<file path="src/rtl/riscv_single_cycle_core.sv">
// Single-cycle RV32I subset core (add/sub/and/or/slt, addi/slti/andi/ori, lw/sw/beq)
// plus custom NOR/NORI, with a built-in 64-word program ROM and 64-word data RAM.
module riscv_single_cycle_core (
  input  logic        clk,
  input  logic        reset,
  output logic [31:0] Result
);

  localparam logic [6:0] OP_R      = 7'b0110011;
  localparam logic [6:0] OP_I      = 7'b0010011;
  localparam logic [6:0] OP_NORI   = 7'b0001011;
  localparam logic [6:0] OP_LOAD   = 7'b0000011;
  localparam logic [6:0] OP_STORE  = 7'b0100011;
  localparam logic [6:0] OP_BRANCH = 7'b1100011;

  localparam logic [2:0] F3_ADD = 3'b000;
  localparam logic [2:0] F3_SLT = 3'b010;
  localparam logic [2:0] F3_OR  = 3'b110;
  localparam logic [2:0] F3_AND = 3'b111;
  localparam logic [2:0] F3_W   = 3'b010;

  localparam logic [6:0] F7_BASE = 7'b0000000;
  localparam logic [6:0] F7_ALT  = 7'b0100000;

  function automatic logic [31:0] enc_r(input logic [6:0] f7, input logic [4:0] rs2,
                                        input logic [4:0] rs1, input logic [2:0] f3,
                                        input logic [4:0] rd);
    return {f7, rs2, rs1, f3, rd, OP_R};
  endfunction

  function automatic logic [31:0] enc_i(input logic [11:0] imm, input logic [4:0] rs1,
                                        input logic [2:0] f3, input logic [4:0] rd,
                                        input logic [6:0] op);
    return {imm, rs1, f3, rd, op};
  endfunction

  function automatic logic [31:0] enc_s(input logic [11:0] imm, input logic [4:0] rs2,
                                        input logic [4:0] rs1);
    return {imm[11:5], rs2, rs1, F3_W, imm[4:0], OP_STORE};
  endfunction

  function automatic logic [31:0] enc_b(input logic [12:0] imm, input logic [4:0] rs2,
                                        input logic [4:0] rs1);
    return {imm[12], imm[10:5], rs2, rs1, 3'b000, imm[4:1], imm[11], OP_BRANCH};
  endfunction

  // Program ROM; every word not listed reads 0, which decodes as a NOP.
  function automatic logic [31:0] rom_word(input logic [5:0] addr);
    logic [31:0] w;
    w = 32'h0;
    case (addr)
      6'd0:  w = enc_r(F7_BASE, 5'd0, 5'd0, F3_AND, 5'd1);
      6'd1:  w = enc_i(12'd1, 5'd0, F3_ADD, 5'd1, OP_I);
      6'd2:  w = enc_i(12'd2, 5'd0, F3_ADD, 5'd2, OP_I);
      6'd3:  w = enc_i(12'd4, 5'd0, F3_ADD, 5'd3, OP_I);
      6'd4:  w = enc_i(12'd5, 5'd0, F3_ADD, 5'd4, OP_I);
      6'd5:  w = enc_i(12'd7, 5'd0, F3_ADD, 5'd5, OP_I);
      6'd6:  w = enc_i(12'd8, 5'd0, F3_ADD, 5'd6, OP_I);
      6'd7:  w = enc_i(12'd11, 5'd0, F3_ADD, 5'd7, OP_I);
      6'd8:  w = enc_r(F7_BASE, 5'd2, 5'd1, F3_ADD, 5'd8);
      6'd9:  w = enc_r(F7_ALT, 5'd5, 5'd4, F3_ADD, 5'd9);
      6'd10: w = enc_r(F7_BASE, 5'd2, 5'd9, F3_ADD, 5'd10);
      6'd11: w = enc_r(F7_BASE, 5'd3, 5'd1, F3_OR, 5'd11);
      6'd12: w = enc_r(F7_BASE, 5'd1, 5'd9, F3_SLT, 5'd12);
      6'd13: w = enc_r(F7_ALT, 5'd0, 5'd7, F3_OR, 5'd13);
      6'd14: w = enc_i(12'h4D2, 5'd9, F3_AND, 5'd14, OP_I);
      6'd15: w = enc_i(12'h8D2, 5'd4, F3_OR, 5'd15, OP_I);
      6'd16: w = enc_r(F7_BASE, 5'd14, 5'd15, F3_SLT, 5'd16);
      6'd17: w = enc_i(12'h001, 5'd14, F3_OR, 5'd17, OP_NORI);
      6'd18: w = enc_s(12'h030, 5'd11, 5'd0);
      6'd19: w = enc_i(12'h030, 5'd0, F3_W, 5'd18, OP_LOAD);
      6'd20: w = enc_b(13'h0, 5'd0, 5'd0);
      default: w = 32'h0;
    endcase
    return w;
  endfunction

  logic [31:0] pc_q, pc_d;
  logic [31:0] rf_q [32];
  logic [31:0] dmem_q [64];

  logic [31:0] instr;
  logic [6:0]  opcode;
  logic [4:0]  rd, rs1, rs2;
  logic [2:0]  funct3;
  logic [6:0]  funct7;
  logic [31:0] imm_i, imm_s, imm_b;
  logic [31:0] a, b, alu;
  logic        reg_we, mem_we, is_load, br_taken;
  logic [31:0] wb_data;

  assign instr  = rom_word(pc_q[7:2]);
  assign opcode = instr[6:0];
  assign rd     = instr[11:7];
  assign funct3 = instr[14:12];
  assign rs1    = instr[19:15];
  assign rs2    = instr[24:20];
  assign funct7 = instr[31:25];
  assign imm_i  = {{20{instr[31]}}, instr[31:20]};
  assign imm_s  = {{20{instr[31]}}, instr[31:25], instr[11:7]};
  assign imm_b  = {{19{instr[31]}}, instr[31], instr[7], instr[30:25], instr[11:8], 1'b0};

  assign a = (rs1 == 5'd0) ? 32'h0 : rf_q[rs1];
  assign b = (rs2 == 5'd0) ? 32'h0 : rf_q[rs2];

  // Anything not decoded below leaves all enables low and alu at 0, i.e. a NOP.
  always_comb begin
    alu      = 32'h0;
    reg_we   = 1'b0;
    mem_we   = 1'b0;
    is_load  = 1'b0;
    br_taken = 1'b0;
    case (opcode)
      OP_R: begin
        reg_we = 1'b1;
        case ({funct7, funct3})
          {F7_BASE, F3_ADD}: alu = a + b;
          {F7_ALT,  F3_ADD}: alu = a - b;
          {F7_BASE, F3_AND}: alu = a & b;
          {F7_BASE, F3_OR}:  alu = a | b;
          {F7_BASE, F3_SLT}: alu = {31'b0, $signed(a) < $signed(b)};
          {F7_ALT,  F3_OR}:  alu = ~(a | b);
          default:           reg_we = 1'b0;
        endcase
      end
      OP_I: begin
        reg_we = 1'b1;
        case (funct3)
          F3_ADD:  alu = a + imm_i;
          F3_SLT:  alu = {31'b0, $signed(a) < $signed(imm_i)};
          F3_AND:  alu = a & imm_i;
          F3_OR:   alu = a | imm_i;
          default: reg_we = 1'b0;
        endcase
      end
      OP_NORI: if (funct3 == F3_OR) begin
        alu    = ~(a | imm_i);
        reg_we = 1'b1;
      end
      OP_LOAD: if (funct3 == F3_W) begin
        alu     = a + imm_i;
        reg_we  = 1'b1;
        is_load = 1'b1;
      end
      OP_STORE: if (funct3 == F3_W) begin
        alu    = a + imm_s;
        mem_we = 1'b1;
      end
      OP_BRANCH: if (funct3 == 3'b000) begin
        alu      = a - b;
        br_taken = (alu == 32'h0);
      end
      default: ;
    endcase
  end

  assign wb_data = is_load ? dmem_q[alu[7:2]] : alu;
  assign pc_d    = br_taken ? pc_q + imm_b : pc_q + 32'd4;
  assign Result  = alu;

  always_ff @(posedge clk or negedge reset) begin
    if (!reset) begin
      pc_q <= 32'h0;
      for (int i = 0; i < 32; i++) rf_q[i] <= 32'h0;
    end else begin
      pc_q <= pc_d;
      if (reg_we && rd != 5'd0) rf_q[rd] <= wb_data;
    end
  end

  // Data RAM has no reset so its contents survive a mid-program reset.
  always_ff @(posedge clk) begin
    if (mem_we && reset) dmem_q[alu[7:2]] <= b;
  end

endmodule

</file>
<file path="config.mk">
export PLATFORM = sky130hd
export DESIGN_NAME = riscv_single_cycle_core
export DESIGN_NICKNAME = d
export VERILOG_FILES = /design/src/rtl/riscv_single_cycle_core.sv
export SDC_FILE = /design/constraint.sdc
export NUM_CORES = 2
export LEC_CHECK = 0
export ABC_CLOCK_PERIOD_IN_PS = 12000
export CORE_UTILIZATION = 54
export CTS_CLUSTER_DIAMETER = 60
export DETAILED_ROUTE_END_ITERATION = 8
export PLACE_DENSITY_LB_ADDON = 0.25
export SLEW_MARGIN = 20
export SYNTH_ARGS = -nofsm -noshare
export SYNTH_HDL_FRONTEND = slang
export SYNTH_SLANG_ARGS = --single-unit
</file>
<file path="constraint.sdc">
create_clock -name clk -period 12 [get_ports clk]
set_input_delay 1.2 -clock clk [delete_from_list [all_inputs] [get_ports clk]]
set_output_delay 1.2 -clock clk [all_outputs]
set_load 0.01 [all_outputs]
</file>
==> flow_metrics.tcl <==
set metrics [dict create \
    status "finished clean" \
    ys_warn_count 0 \
    period_share_pct 96.7 \
    cpPeakStageDelay_ns 0.76 \
    ir_drop_mv 0.187 \
    fp.dieW_um 508 \
    relSlewSlack_pct 15.8 \
    yosysSeqAreaShare_pct 63.1 \
    hold_viol 0 \
    ios 34 \
    cts.path.max_buffers 4 \
    cpMostUsedCell "a21oi_1" \
    synthFlopType "edfxtp_1" \
    hold_buffers 0 \
    cpMaxStageDelayCell "dfrtp_1" \
    syn_area_per_cell_sq_um 11.7 \
    tns_ns 0 \
    rsz0062_at_grt "no" \
    async_flop_share_pct 33.4 \
    crit_path_end_kind "output port" \
    cts_buffers 322 \
    start_util_pct 54.4 \
    p_per_area_nw_per_um2 139 \
    antenna_found_initial 22 \
    synth_area_sq_um 138000 \
    grt_pass1_wl_mm 703 \
    post-route-min-period_ns 11.60 \
    synth_area_leaders "edfxtp_1, dfrtp_1, nand2_1" \
    cp-start-kind "flip-flop" \
    vias 101000 \
    min_path_type "input port to asynchronous set/reset pin" \
    r2r_slack_ns 0.71 \
    dr.pass1.iters 7 \
    clk_pin_slew_ns 0.06 \
    cp.required_ns 10.80 \
    crit_family "compound AO/OA/AOI/OAI gates" \
    final_nets 11500 \
    cp_max_fo 114 \
    grt_max_degree 152 \
    final_core_util_pct 60.0 \
    synth-edff-count 2048 \
    layout-drive-gt1-share_pct 12.4 \
    ys_types 111 \
    dieArea_sq_um 258000 \
    synth_cells 11800 \
    total_leakage_power_nw 59.2 \
    synth.most_common_cell "nand2_1" \
    critPathKind "flip-flop to output port" \
    routed_wl_mm 493 \
    wl_per_cell_um 33.0 \
    post-route-drc-count 0 \
    power_mw 21.3 \
    synth_common_cells "nand2_1, edfxtp_1, dfrtp_1" \
    drt_iter0_markers 15200 \
    cts_tree "built" \
    gp_congestion 1.00 \
    h-tree-depth 5 \
    syn-num-nets 12000 \
    core_area_sq_um 254000 \
    area_growth_pct 10.4 \
    rows 185 \
    postRouteAntennaNets 0 \
    post-cts-setup-buffers 0 \
    max_freq_mhz 86.2 \
    grt_pass1_vias 96700 \
    finClkSkew_ns 0.111 \
    cp_num_buf_inv 6 \
    synth_top_area_share_pct 44.5 \
    setup_slack_ns 0.397 \
    tightest_slew_ns 1.26 \
    r2r_start "pc_q[2]" \
    post-synth-top-area-cell "edfxtp_1" \
    r2r_end "rf_q[486]" \
    maxCapViolCount 0 \
    io_buffer_count 33 \
    drv_slew 0 \
    fp.dieH_um 508 \
    dp_hpwl_mm 318 \
    cts-root-buf "clkbuf_16" \
    insertion_delay_ns 0.93 \
    rr_worst_depth 32 \
    ys_ff_latch 3076 \
    grt_usage_pct 38.0 \
    viasPerCell 6.73 \
    arrival_ns 10.40 \
    grt_overflow 0 \
    clock-sinks 3076 \
    finalSetupViolCount 0 \
    pre_cts_slack_ns 0.562 \
]
[kinds of logic (layout without fill, tap and decap cells)]
kind of cell	Yosys count	count (layout)	synth area share, %
simple gates	4206	4206	13.2
flops	3076	3076	63.1
compound gates	2231	2231	10.4
buf+inv	1409	1203	4.26
mux	571	571	6.62
fa+ha+maj	210	210	1.93
xor+xnor	79	79	0.500
other cells	0	8	0
[how the worst max path moves through the flow]
stage / startpoint / endpoint / slack [ns] / depth (start not counted)
6_report: pc_q[2] / Result[31] / 0.40 / 25
5_1_grt: pc_q[2] / Result[31] / 0.01 / 25
4_1_cts: pc_q[3] / Result[31] / 0.06 / 25
3_5_place_dp: pc_q[3] / Result[31] / 0.56 / 26
3_3_place_gp: pc_q[3] / Result[31] / 0.33 / 26
2_1_floorplan: pc_q[2] / dmem_q[0][0] / 2.17 / 38
[sequential cells by signal, summed over array words and instances (netlist names)]
| signal | count |
|---|---|
| pc_q | 7 |
| dmem_q | 2048 |
| rf_q | 1021 |
[cells in the final DEF (no fill, tap or decap), types with 38 or more instances in the layout]
master and instances:
a211o_1 40, a211oi_1 128, a21oi_1 617, a221oi_1 111
a22oi_1 79, a311oi_1 113, a31oi_1 199, and3_1 228
buf_4 388, clkbuf_1 58, clkbuf_16 327, clkinv_1 48
clkinv_2 54, dfrtp_1 1027, edfxtp_1 2048, ha_1 205
inv_1 125, inv_2 38, mux2i_1 267, mux4_2 259
nand2_1 2306, nand3_1 773, nand4_1 55, nor2_1 509
nor2_4 70, nor3_1 58, o21ai_0 439, o21ai_1 71
xnor2_1 63
[power breakdown]
group,internal [mW],switching [mW]
clock,5.72,4.24
sequential,11.2,0.00377
combinational,0.00686,0.0743
total,16.9,4.32
[final cells by class]
type                    instances  area [sq um]
fillers                     19600        102000
flip-flops and latches       3076         87200
multi-input cells            7297         46200
clock buffers                 407          8700
well taps                    3366          4210
repair buffers                457          3950
clock inverters               165          1690
inverters                     173           709
diodes                          8          20.0
repair inverters                1          8.76
[routing by layer]
metal / track usage [%] / up-vias / routed length (um)
met5: 0 / - / 137
met4: 25.4 / 18 / 39400
met3: 8.65 / 1532 / 57200
met2: 56.8 / 7237 / 218000
met1: 49.9 / 50000 / 179000
li1: - / 41900 / -
[per-stage QoR]
| stage | instance area, sq um | hold WS [ns] | std cells |
|---|---|---|---|
| final | 153000 | 0.319 | 15000 |
| after global placement | 142000 | 0.364 | 14400 |
| after global routing | 153000 | 0.370 | 14900 |
| after CTS | 153000 | 0.325 | 14900 |
| after floorplan | 138000 | 0.422 | 11800 |
| after detailed placement | 142000 | 0.361 | 14400 |
[repair_timing]
action                     4_1_cts  5_1_grt
cloned                           1        0
setup endpoints to repair        3        8
resized for setup                1        3
(Power assumes the default switching activity.)
